`src/rtl/display_pkg.sv`:
```
// Shared types and helpers for the seven-segment scan controller.
// Digit width, FSM states and the active-low digit select builder.
package display_pkg;

    localparam int DIGIT_W    = 4;
    localparam int MAX_DIGITS = 32;

    typedef enum logic [1:0] {
        IDLE,
        BLANK,
        SHOW
    } state_e;

    // All ones except a single zero at position idx.
    function automatic logic [MAX_DIGITS-1:0] sel_n(input logic [4:0] idx);
        logic [MAX_DIGITS-1:0] v;
        v      = '1;
        v[idx] = 1'b0;
        return v;
    endfunction

endpackage

```
`src/rtl/display_phase_timer.sv`:
```
// Loadable down-counter timing the BLANK and SHOW phases.
// done_o is high while the count sits at zero.
module display_phase_timer #(
    parameter int W = 4
) (
    input  logic         clk,
    input  logic         rst_n,
    input  logic         clr_i,
    input  logic         load_i,
    input  logic [W-1:0] load_val_i,
    output logic         done_o
);

    logic [W-1:0] cnt_q;

    // Clear wins over load; otherwise count down and park at zero.
    always_ff @(posedge clk) begin
        if (!rst_n) begin
            cnt_q <= '0;
        end else if (clr_i) begin
            cnt_q <= '0;
        end else if (load_i) begin
            cnt_q <= load_val_i;
        end else if (cnt_q != '0) begin
            cnt_q <= cnt_q - 1'b1;
        end
    end

    assign done_o = (cnt_q == '0);

endmodule

```
`src/rtl/display_scan_ctrl.sv`:
```
// Multiplexed seven-segment scanner with frame-aligned double buffering.
// Values are staged via valid/ready and committed only at frame edges.
module display_scan_ctrl
    import display_pkg::*;
#(
    parameter int NUM_DIGITS   = 4,
    parameter int SHOW_CYCLES  = 1000,
    parameter int BLANK_CYCLES = 8
) (
    input  logic                          clk,
    input  logic                          rst_n,
    input  logic                          enable,
    input  logic                          in_valid,
    output logic                          in_ready,
    input  logic [NUM_DIGITS*DIGIT_W-1:0] in_diff,
    input  logic [NUM_DIGITS-1:0]         in_sinal,
    output logic [DIGIT_W-1:0]            dec_diff,
    output logic                          dec_sinal,
    output logic [NUM_DIGITS-1:0]         digit_en_n,
    output logic                          frame_done
);

    localparam int MAX_PH = (SHOW_CYCLES > BLANK_CYCLES) ?
                            SHOW_CYCLES : BLANK_CYCLES;
    localparam int CNT_W  = $clog2(MAX_PH + 1);
    localparam int IDX_W  = $clog2(NUM_DIGITS);
    localparam int DW     = NUM_DIGITS * DIGIT_W;

    localparam logic [IDX_W-1:0] LAST_IDX = IDX_W'(NUM_DIGITS - 1);
    localparam logic [CNT_W-1:0] BLANK_LD = CNT_W'(BLANK_CYCLES - 1);
    localparam logic [CNT_W-1:0] SHOW_LD  = CNT_W'(SHOW_CYCLES - 1);

    state_e                  state_q, state_d;
    logic [IDX_W-1:0]        idx_q, idx_d;
    logic [DW-1:0]           act_diff_q, act_diff_d;
    logic [NUM_DIGITS-1:0]   act_sinal_q, act_sinal_d;
    logic [DW-1:0]           stg_diff_q, stg_diff_d;
    logic [NUM_DIGITS-1:0]   stg_sinal_q, stg_sinal_d;
    logic                    pend_q, pend_d;
    logic [DIGIT_W-1:0]      dec_diff_q, dec_diff_d;
    logic                    dec_sinal_q, dec_sinal_d;
    logic [NUM_DIGITS-1:0]   dig_en_n_q, dig_en_n_d;
    logic                    frame_done_q, frame_done_d;
    logic                    in_ready_q;

    logic                    accept;
    logic                    commit;
    logic                    tmr_clr;
    logic                    tmr_load;
    logic [CNT_W-1:0]        tmr_val;
    logic                    tmr_done;
    logic [MAX_DIGITS-1:0]   sel_full;

    display_phase_timer #(
        .W (CNT_W)
    ) u_timer (
        .clk        (clk),
        .rst_n      (rst_n),
        .clr_i      (tmr_clr),
        .load_i     (tmr_load),
        .load_val_i (tmr_val),
        .done_o     (tmr_done)
    );

    // Next-state, buffer commit and next output values.
    always_comb begin
        state_d      = state_q;
        idx_d        = idx_q;
        frame_done_d = 1'b0;
        accept       = in_valid && !pend_q;

        unique case (state_q)
            IDLE: begin
                idx_d = '0;
                if (enable) state_d = BLANK;
            end
            BLANK: begin
                if (!enable) begin
                    state_d = IDLE;
                    idx_d   = '0;
                end else if (tmr_done) begin
                    state_d = SHOW;
                end
            end
            SHOW: begin
                if (!enable) begin
                    state_d = IDLE;
                    idx_d   = '0;
                end else if (tmr_done) begin
                    state_d = BLANK;
                    if (idx_q == LAST_IDX) begin
                        idx_d        = '0;
                        frame_done_d = 1'b1;
                    end else begin
                        idx_d = idx_q + 1'b1;
                    end
                end
            end
            default: begin
                state_d = IDLE;
                idx_d   = '0;
            end
        endcase

        commit      = pend_q && ((state_q == IDLE) || frame_done_d);
        act_diff_d  = commit ? stg_diff_q  : act_diff_q;
        act_sinal_d = commit ? stg_sinal_q : act_sinal_q;
        stg_diff_d  = accept ? in_diff     : stg_diff_q;
        stg_sinal_d = accept ? in_sinal    : stg_sinal_q;
        pend_d      = commit ? 1'b0 : (accept ? 1'b1 : pend_q);

        tmr_clr  = (state_d == IDLE);
        tmr_load = (state_d != state_q) && (state_d != IDLE);
        tmr_val  = (state_d == BLANK) ? BLANK_LD : SHOW_LD;

        sel_full   = sel_n(5'(idx_d));
        dig_en_n_d = (state_d == SHOW) ? sel_full[NUM_DIGITS-1:0] : '1;

        if (state_d == IDLE) begin
            dec_diff_d  = '0;
            dec_sinal_d = 1'b0;
        end else begin
            dec_diff_d  = act_diff_d[int'(idx_d)*DIGIT_W +: DIGIT_W];
            dec_sinal_d = act_sinal_d[idx_d];
        end
    end

    // State, buffers and registered outputs.
    always_ff @(posedge clk) begin
        if (!rst_n) begin
            state_q      <= IDLE;
            idx_q        <= '0;
            act_diff_q   <= '0;
            act_sinal_q  <= '0;
            stg_diff_q   <= '0;
            stg_sinal_q  <= '0;
            pend_q       <= 1'b0;
            dec_diff_q   <= '0;
            dec_sinal_q  <= 1'b0;
            dig_en_n_q   <= '1;
            frame_done_q <= 1'b0;
            in_ready_q   <= 1'b1;
        end else begin
            state_q      <= state_d;
            idx_q        <= idx_d;
            act_diff_q   <= act_diff_d;
            act_sinal_q  <= act_sinal_d;
            stg_diff_q   <= stg_diff_d;
            stg_sinal_q  <= stg_sinal_d;
            pend_q       <= pend_d;
            dec_diff_q   <= dec_diff_d;
            dec_sinal_q  <= dec_sinal_d;
            dig_en_n_q   <= dig_en_n_d;
            frame_done_q <= frame_done_d;
            in_ready_q   <= !pend_d;
        end
    end

    assign in_ready   = in_ready_q;
    assign dec_diff   = dec_diff_q;
    assign dec_sinal  = dec_sinal_q;
    assign digit_en_n = dig_en_n_q;
    assign frame_done = frame_done_q;

endmodule

```
`config.mk`:
```
export PLATFORM = sky130hd
export DESIGN_NAME = display_scan_ctrl
export DESIGN_NICKNAME = d
export VERILOG_FILES = /design/src/rtl/display_pkg.sv /design/src/rtl/display_phase_timer.sv /design/src/rtl/display_scan_ctrl.sv
export SDC_FILE = /design/constraint.sdc
export NUM_CORES = 1
export LEC_CHECK = 0
export CAP_MARGIN = 20
export CORE_MARGIN = 5
export CORE_UTILIZATION = 50
export DETAILED_ROUTE_END_ITERATION = 16
export HOLD_SLACK_MARGIN = 0.15
export PLACE_DENSITY = 0.77
export SYNTH_ARGS = -nofsm -noshare
export SYNTH_HDL_FRONTEND = slang
export SYNTH_HIERARCHICAL = 1
export SYNTH_SLANG_ARGS = --single-unit
export TNS_END_PERCENT = 10
```
`constraint.sdc`:
```
create_clock -name clk -period 3.1 [get_ports clk]
set_input_delay 0.93 -clock clk [delete_from_list [all_inputs] [get_ports clk]]
set_output_delay 0.93 -clock clk [all_outputs]
set_load 0.01 [all_outputs]
```
After elaboration in Yosys (flattened, before gate mapping)
Cells that the tools add are included.

cells by class
  add/sub/neg operators = 2
  $mul = 0
  div/mod/pow operators = 0
  magnitude comparators = 3
  equal/unequal tests = 6
  shift-type cells = 1
  mux-type cells = 26
  bitwise operators = 2
  reductions and logical operators = 15

operator list
  cell                     count
  $mux W10                 3
  $mux W2                  9
  $mux W16                 1
  $shiftx A16 B5 Y4        1
  $logic_not A10 Y1        1
  $reduce_bool A10 Y1      1
  $sub A10 B1 Y10 const B  1
  $mux W1                  8
  $eq A2 B2 Y1 const B     3
  $lt A2 B6 Y1 const B     1
  $pmux W2 S3              1
  $eq A2 B1 Y1 const B     2
  $logic_and A1 B1 Y1      4
  $logic_not A2 Y1         2
  $mux W4                  1
  $not A4 Y4               1
  $pmux W2 S2              1
  $reduce_bool A2 Y1       2
  $lt A2 B3 Y1 const B     1
  $add A2 B1 Y2 const B    1
  $bmux W1 S2              1
  $demux W1 S2             1
  $ge A2 B1 Y1 const B     1
  $logic_not A1 Y1         2
  other kinds (5)          5

word-level totals
  register bits = 66
  bits in latches = 0
  bits in writable memories = 0
  memory bits (read-only) = 0
  bits of input ports = 24
  output and inout bits = 11
  logic and storage cells = 68
  memories kept = 0

Logic depth before layout (Yosys ltp)
Gate-level depths: netlist (run 1).

  depth after elaboration = 10
  mapped depth = 15
  mapped depth without buffers = 14

Hierarchy
The synthesis (run 1) kept the hierarchy.

by module, submodules not included
  module               instances  cells each  area each (sq um)  sequential area each (sq um)
  display_scan_ctrl    1          274         2366.0             1121.1
  display_phase_timer  1          63          545.5              200.2

Least setup slack after synthesis (run 1)
Ideal clock, no wire load.

  kind = register -> register
  from = reg u_timer.cnt_q[0]
  to = reg u_timer.cnt_q[3]
  setup time = 69 ps
  arrival = 2569 ps
  data required time = 3031 ps
  path slack = 462 ps
  cell stages (with the launch flop) = 14
  path buffers = 1
  period minus slack after synthesis = 2638 ps
  cells stage by stage = dfxtp_1 > inv_1 > ha_1 > nor3b_4 > nand3_2 > clkinv_2 > buf_6 > nor2b_1 > o221ai_1 > a21oi_1 > o21ai_0 > a22o_1 > or4_1 > o21ai_1

on the way
  word-level cells in the longest chain between the ends = 7
  elaborated cells between the ends (all ways) = 16
  classes of those cells = add/sub (1); eq/ne (1); mux (7); reduce/logical (7)

RTL lines
  element                                             line                                              RTL
  from (decl)                                         display_phase_timer.sv:14                         logic [W-1:0] cnt_q;
  from (signal assigned)                              display_phase_timer.sv:23                         cnt_q <= load_val_i;
  from (signal assigned)                              display_phase_timer.sv:25                         cnt_q <= cnt_q - 1'b1;
  $logic_not A10 Y1 (*)                               display_phase_timer.sv:29                         assign done_o = (cnt_q == '0);
  named net tmr_done                                  display_scan_ctrl.sv:51                           logic tmr_done;
  $mux W2 (on tied branches)                          display_scan_ctrl.sv:89, display_scan_ctrl.sv:81
  $mux W2 (on tied branches)                          display_scan_ctrl.sv:86, display_scan_ctrl.sv:78
  $pmux W2 S3 (*)                                     display_scan_ctrl.sv:72                           unique case (state_q)
  $ne A2 B2 Y1 or $reduce_bool A2 Y1 (tied branches)  display_scan_ctrl.sv:113                          tmr_load = (state_d != state_q) && (state_d != IDLE);
  $logic_and A1 B1 Y1 (*)                             display_scan_ctrl.sv:113
  named net tmr_load                                  display_scan_ctrl.sv:49                           logic tmr_load;
  $mux W10 or $reduce_bool A2 Y1 (tied branches)      -

The timed path passes the listed nets; every way through them passes the cells marked *. The select of a mux whose other input is x is not followed.
A chain may end at the register's enable or synchronous reset.

Final worst setup path (run 1)
  from = reg u_timer.cnt_q[0]
  to = reg u_timer.cnt_q[7]

Same word-level chain as after synthesis.

==> key figures, run 1 <==
Clocking
  – TritonCTS buffer count: 9
  – Resize count post-CTS: 0
  – Hold_buf cts: 0
  – H-tree Lvls: 3
  – Clock sink count: 66
  – Clock Path Buffers: 2
  – Post CTS Setup Buffer Count: 0
  – TritonCTS clock tree: built
  – Clk_lat worst skew: approximately 0.35 ns
  – Clock Pin Slew Worst Setup and Hold Paths: 0.07 ns
  – Root Driver: clkbuf_8

Setup path
  – Kind of start point of the critical path: flop
  – Crit end category: flop
  – Critical Path AT: approximately 3.2 ns
  – Critical path startpoint: u_timer/cnt_q[0]$_SDFFE_PP0P_
  – Worst EP required: 3.36 ns
  – Worst Setup Path Type: flop to flop
  – R2R Path Start: u_timer/cnt_q[0]$_SDFFE_PP0P_
  – Crit path max fanout: 10

Placed design
  – HPWL Detailed: 4.31 mm
  – Placer Congestion: 0.851
  – Pre-CTS WS: around 0.038 ns
  – Buffers on Ports: 34
  – Placement Cell Area: 3370 um^2

Timing
  – Setup_tns: 0 ns
  – Final WS setup: 0.213 ns
  – Unrepaired setup endpoints after global routing: false
  – Min cycle time layout: around 2.9 ns
  – Clock skew: 0.0110 ns
  – Highest clock rate: between 0.3 and 0.4 GHz
  – Final setup viols: 0
  – Final hold vios: 0
  – Period utilization: 93.1%
  – Fin. max-slew vios: 0

Flow run
  – Total of max-cap violations: 0

GRT
  – GRT Overall Usage: 18.4%
  – First-pass GRT wire length: between 10 and 15 mm
  – Initial antenna violation count: 0
  – Vias in the first global route: 2,404
  – Met3 usage: 3.61%
  – Met2 usage: 31.8%
  – Most heavily used metal layer in global routing: met2
  – Grt ovf: 0
  – Largest net degree at the start of global routing: 44
  – Met1 usage: between 20% and 30%

Logic synthesis
  – Async S/R FF share, synth: 0%
  – #FFs+latches synth: 66
  – Synth Flop Type: dfxtp_1
  – Post-synth EDFFs: 0
  – Largest cells by area after synthesis: dfxtp_1, nand2_1, a21oi_1
  – Synth Cell Area: 2910 um^2
  – Sequential fraction of the synthesis area: 45.4%
  – Avg Inst Size Synth: 8.64 um^2
  – Synth area leader: dfxtp_1
  – Ys Warns: 6
  – Cells after Synth: between 300 and 400
  – Unique masters post-synth: 53
  – Yosys top cell area share: 45.4%

Power and ir drop
  – Peak supply drop: 406 uV
  – Int Power: 1.85 mW
  – Combinational fraction of design power: 34.7%
  – Total power: ~2.8 mW
  – Net Sw Frac: roughly a third
  – Clk pwr share: 28.4%
  – NetSw: 967 uW
  – Pwr dens: approximately 800 nW/um^2
  – Register share of total power: a little under two fifths
  – Leakage: 1.43 nW

Finish
  – Fraction of layout instances using a drive strength above 1: 12.4%
  – Area Growth Syn to Fin: 23.7%
  – Fill count: 449
  – Antenna Cells: 0
  – Nets: a little over 400
  – Fin area: 3600 um^2

Route
  – Routed wire length: 6.41 mm
  – Post-route ant nets: 0
  – Via count: about 2,500
  – Vias per Instance: 5.37
  – Average wire per standard cell: 13.9 um
  – 1st-iter DRT viols: 87
  – DRC: 0
  – Detailed Routing Iterations Pass 1: 4

Floorplanning
  – FP Rows: 27
  – Die extent in y: ~86 um
  – Die ar.: ~7400 um^2
  – Starting Density: 52.2%
  – DIE WIDTH: 86.3 um
  – IO Pins: 35
  – Core Region: 5570 um^2

Worst hold path
  – Hold Startpoint: act_diff_q[4]$_SDFF_PN0_
  – Worst Hold Class: flop to flop

Run status
  – Status: completed
==> flip-flops by register name, summed over array words and instances, names as in the netlist <==
signal	flops
u_timer/cnt_q	10
pend_q	1
frame_done	1
dec_diff	4
stg_sinal_q	4
idx_q	2
dec_sinal	1
state_q	2
digit_en_n	4
act_sinal_q	4
act_diff_q	16
stg_diff_q	16
in_ready	1
==> layer usage <==
layer / wire, um / up-vias / share of wire, %
met1: 2690 / 1153 / 42
met5: 0 / - / 0
met4: 54 / 0 / 0.84
met3: 370 / 7 / 5.8
li1: - / 1245 / -
met2: 3290 / 64 / 51
==> critical path, stage by stage (launching register included) <==
cell,delay [ns]
dfxtp_1,0.33
inv_1,0.08
ha_1,0.19
nor3b_4,0.30
nand3_2,0.18
clkinv_2,0.19
nor2b_1,0.08
o221ai_1,0.23
a21oi_1,0.15
buf_4,0.16
a22o_1,0.25
buf_4,0.17
nor2_1,0.17
nand2_1,0.14
o21ai_0,0.20
==> layout by cell type (no fill, tap or decap), drive strengths merged, types with 3 or more instances in the layout <==
master          n
nor4            3
clkinv          4
nand2          87
dfxtp          66
o21ai          10
nor3            4
o22ai           5
a22o            8
and2            3
conb            5
ha              6
inv             7
mux2i          11
xor2            4
nor2           20
nand2b          5
clkbuf         11
buf            14
nor2b           3
a21oi          42
mux2            6
clkdlybuf4s50  34
==> per-stage QoR <==
step / instances / hold WS (ns) / utilization (%)
5_1_grt: 460 / 0.476 / 64.6
3_3_place_gp: 444 / 0.442 / 60.5
2_1_floorplan: 340 / 0.436 / -
4_1_cts: 460 / 0.458 / 64.5
3_5_place_dp: 444 / 0.447 / 60.5
6_report: 460 / 0.457 / 64.6
==> cell families (layout without fill, tap and decap cells) <==
group	Yosys count	count (layout)	synth area share, %
and+or+nand+nor	137	137	21.9
AOI/OAI and AO/OA	78	78	17.2
DFF	66	66	45.4
buffers and inverters	25	73	4.51
muxes	17	17	6.10
adders and majority gates	6	6	2.58
xor gates and xnor gates	6	6	2.06
other	2	5	0.258
==> layout make-up <==
class | instances | area, um^2 | area share (%)
flip-flops and latches | 66 | 1320 | 36.7
clock inverters | 5 | 77.6 | 2.15
repair buffers | 48 | 458 | 12.7
inverters | 9 | 35.0 | 0.973
well taps | 72 | 90.1 | 2.50
multi-input cells | 249 | 1480 | 41.1
clock buffers | 11 | 141 | 3.92
==> power by group through the flow <==
stage	Sequential (mW)	Combinational [mW]	Clock, mW
floorplan	1.04	0.756	0
finish	1.04	0.978	0.799
detailed placement	1.05	0.953	0
global placement	1.05	0.933	0
CTS	1.04	0.961	0.815
global route	1.05	1.09	0.857
==> cell usage after synthesis (2+ instances only) <==
library cell,count
and2_1,3
conb_1,2
nor2_1,20
a22o_1,8
and4_1,2
a21oi_1,42
xor2_1,3
nand2_1,86
nor3_1,2
buf_2,3
nor3_2,2
o22ai_1,5
buf_4,2
inv_1,7
nand4b_1,2
mux2_2,6
xnor2_1,2
nor2b_1,3
a31oi_1,2
ha_1,6
o21ai_0,9
nand2b_1,5
nor4_1,3
dfxtp_1,66
mux2i_1,11
clkbuf_1,8
==> final timing paths <==
kind         cells past startpoint  slack, ns                       endpoint
max                             14       0.21  u_timer/cnt_q[7]$_SDFFE_PP0P_
min                              2       0.46       act_diff_q[4]$_SDFF_PN0_
max reg2reg                     14       0.21  u_timer/cnt_q[7]$_SDFFE_PP0P_
min reg2reg                      2       0.46       act_diff_q[4]$_SDFF_PN0_
(Power assumes the default switching activity.)
==> run 2, diff against run 1 <==
Settings changed: GPL_ROUTABILITY_DRIVEN set to 0.
==> results of run 2 <==
Same layout as run 1: the final DEF is identical, and so are final timing and power.
==> run 3, diff against run 2 <==
Settings changed: ABC_AREA set to 1, SYNTH_HIERARCHICAL 1 to unset.
==> key figures, run 3 <==
Finish
  – Most frequent cells in the layout: nand2_1, dfxtp_1, nor2_1 (was nand2_1, dfxtp_1, a21oi_1)
  – Largest registers: act_diff_q (16), stg_diff_q (16), u_timer.cnt_q (10) (was act_diff_q (16), stg_diff_q (16), u_timer/cnt_q (10))
  – Nets: 464 (was 413)
  – Most common cell after layout, fill and taps aside: nand2_1 (unchanged)
  – Fill count: 532 (was 449)
  – Area Growth Syn to Fin: 20.4% (was 23.7%)
  – Final std cells w/o fill: 511 (was 460)
  – Final Util: 62.6% (was 64.6%)
  – Reg area: 1320 um^2 (unchanged)
  – Fraction of layout instances using a drive strength above 1: 10.5% (was 12.4%)
  – Antenna Cells: 0 (unchanged)
  – Fin area: 3490 um^2 (was 3600 um^2)
  – Area of the multi-input gates: 1320 um^2 (was 1480 um^2)

Floorplanning
  – FP Rows: 27 (unchanged)
  – Die ar.: 7420 um^2 (was 7450 um^2)
  – Die extent in y: 86.1 um (was 86.3 um)
  – Starting Density: 52.0% (was 52.2%)
  – IO Pins: 35 (unchanged)
  – Core Region: 5570 um^2 (unchanged)
  – DIE WIDTH: 86.1 um (was 86.3 um)

Route
  – Vias per Instance: 4.91 (was 5.37)
  – Average wire per standard cell: 11.5 um (was 13.9 um)
  – 1st-iter DRT viols: 73 (was 87)
  – Via count: 2,510 (was 2,469)
  – Post-route ant nets: 0 (unchanged)
  – Routed wire length: 5.88 mm (was 6.41 mm)
  – DRC: 0 (unchanged)
  – Detailed Routing Iterations Pass 1: 4 (unchanged)

Clocking
  – Clock Pin Slew Worst Setup and Hold Paths: 0.07 ns (about the same)
  – H-tree Lvls: 3 (unchanged)
  – Hold_buf cts: 0 (unchanged)
  – Clk_lat worst skew: 0.34 ns (was 0.35 ns)
  – TritonCTS buffer count: 9 (unchanged)
  – Root Driver: clkbuf_8 (unchanged)
  – TritonCTS clock tree: built (unchanged)
  – Clock Path Buffers: 2 (unchanged)
  – Resize count post-CTS: 0 (unchanged)
  – Post CTS Setup Buffer Count: 0 (unchanged)
  – Clock sink count: 66 (unchanged)

Timing
  – Period utilization: 77.6% (was 93.1%)
  – Slew margin rel.: 48.6%
  – Min cycle time layout: 2.41 ns (was 2.89 ns)
  – Fin. max-slew vios: 0 (unchanged)
  – Highest clock rate: 0.416 GHz (was 0.346 GHz)
  – Final setup viols: 0 (unchanged)
  – Setup_tns: 0 ns (unchanged)
  – Unrepaired setup endpoints after global routing: false (unchanged)
  – Worst Tran Pin Value: 0.771 ns
  – Final WS setup: 0.695 ns (was 0.213 ns)
  – Clock skew: 0.00343 ns (was 0.0110 ns)
  – Final hold vios: 0 (unchanged)
  – Hold_ws: 0.461 ns (was 0.457 ns)

Power and ir drop
  – Leakage: 1.56 nW (was 1.43 nW)
  – Peak supply drop: 379 uV (was 406 uV)
  – Pwr dens: 763 nW/um^2 (was 781 nW/um^2)
  – Total power: 2.66 mW (was 2.81 mW)

Logic synthesis
  – Synth area leader: dfxtp_1 (unchanged)
  – Sequential fraction of the synthesis area: 45.6% (was 45.4%)
  – Synthesized net count: 427
  – Synth Flop Type: dfxtp_1 (unchanged)
  – #FFs+latches synth: 66 (unchanged)
  – Async S/R FF share, synth: 0% (unchanged)
  – Synth Cell Area: 2900 um^2 (was 2910 um^2)
  – Ys Warns: 0 (was 6)
  – Most numerous cell in the Yosys netlist: nand2_1 (unchanged)
  – Unique masters post-synth: 29 (was 53)
  – Cells after Synth: 397 (was 337)
  – Largest cells by area after synthesis: dfxtp_1, nand2_1, nor2_1 (was dfxtp_1, nand2_1, a21oi_1)
  – Post-synth EDFFs: 0 (unchanged)
  – Avg Inst Size Synth: 7.30 um^2 (was 8.64 um^2)
  – Yosys top cell area share: 45.6% (was 45.4%)
  – Post-synth top cells: nand2_1, dfxtp_1, nor2_1 (was nand2_1, dfxtp_1, a21oi_1)

Setup path
  – Crit path capture: dec_sinal$_SDFF_PP0_ (was u_timer/cnt_q[7]$_SDFFE_PP0P_)
  – Worst EP required: 3.34 ns (was 3.36 ns)
  – R2r setup slk: 0.71 ns (was 0.21 ns)
  – Kind of start point of the critical path: input port (was flop)
  – R2R cell count: 16 (was 14)
  – Worst Setup Path Type: input port to flop (was flop to flop)
  – Critical path startpoint: enable (was u_timer/cnt_q[0]$_SDFFE_PP0P_)
  – Worst r2r dst: dec_diff[3]$_SDFF_PP0_ (was u_timer/cnt_q[7]$_SDFFE_PP0P_)
  – Crit path max fanout: 28 (was 10)
  – R2R Path Start: u_timer.cnt_q[0]$_SDFFE_PP0P_ (was u_timer/cnt_q[0]$_SDFFE_PP0P_)
  – Critical Path AT: 2.64 ns (was 3.15 ns)
  – Crit end category: flop (unchanged)

GRT
  – GRT Overall Usage: 17.3% (was 18.4%)
  – First-pass GRT wire length: 10.0 mm (was 10.8 mm)
  – Initial antenna violation count: 0 (unchanged)
  – Largest net degree at the start of global routing: 32 (was 44)
  – Vias in the first global route: 2,250 (was 2,404)
  – Grt ovf: 0 (unchanged)

Placed design
  – Buffers on Ports: 34 (unchanged)
  – Post-placement cell count: 495 (was 444)
  – Pre-CTS WS: 0.335 ns (was 0.0377 ns)
  – Placement Cell Area: 3290 um^2 (was 3370 um^2)
  – HPWL Detailed: 4.30 mm (was 4.31 mm)

Run status
  – Status: completed (unchanged)

Worst hold path
  – Worst Hold Class: flop to flop (unchanged)

Flow run
  – Total of max-cap violations: 0 (unchanged)
run 3: power by group:
group	switching, mW	internal [mW]	total, mW
clock	0.311	0.410	0.721
sequential	0.0570	0.950	1.01
combinational	0.586	0.350	0.936
total	0.953	1.71	2.66
run 3: logic make-up after synthesis:
logic type | Yosys count | synth area share, %
buffers and inverters | 62 | 8.89
AO/OA/AOI/OAI | 65 | 11.8
AND/OR/NAND/NOR | 191 | 29.0
adder cells (fa/ha/maj) | 6 | 2.59
flip-flops | 66 | 45.6
XOR/XNOR | 7 | 2.11
run 3: cell type report:
class	instances	area share (%)
Inverter	51	5.52
Clock inverter	5	1.51
Multi-Input combinational cell	269	37.8
Timing Repair Buffer	37	10.4
Sequential cell	66	37.8
Tap cell	72	2.58
Clock buffer	11	4.34
run 3: routing by layer:
metal  vias up  GRT usage (%)  wire (um)
li1       1327              -          -
met1      1121           20.7       2660
met2        46           27.9       2750
met3        16           4.42        305
met4         0           9.78        156
met5         -              0          0
run 3: critical path, cell delays in order:
cell             delay [ns]
clkdlybuf4s50_1        0.50
nand2_1                0.16
o21bai_4               0.09
nand2_4                0.23
clkinv_2               0.23
nand2_1                0.12
nand2_1                0.06
nand2_1                0.05
nand4_1                0.12
and2_1                 0.15
run 3: worst min-delay path by stage:
stage,start,to,slack (ns),cells after the start
6_report,stg_diff_q[12]$_SDFFE_PN0P_,stg_diff_q[12]$_SDFFE_PN0P_,0.46,2
3_3_place_gp,stg_diff_q[12]$_SDFFE_PN0P_,stg_diff_q[12]$_SDFFE_PN0P_,0.45,2
2_1_floorplan,stg_diff_q[12]$_SDFFE_PN0P_,stg_diff_q[12]$_SDFFE_PN0P_,0.42,2
5_1_grt,act_diff_q[6]$_SDFF_PN0_,act_diff_q[6]$_SDFF_PN0_,0.49,2
3_5_place_dp,stg_diff_q[5]$_SDFFE_PN0P_,stg_diff_q[5]$_SDFFE_PN0P_,0.45,2
4_1_cts,stg_diff_q[5]$_SDFFE_PN0P_,stg_diff_q[5]$_SDFFE_PN0P_,0.46,2
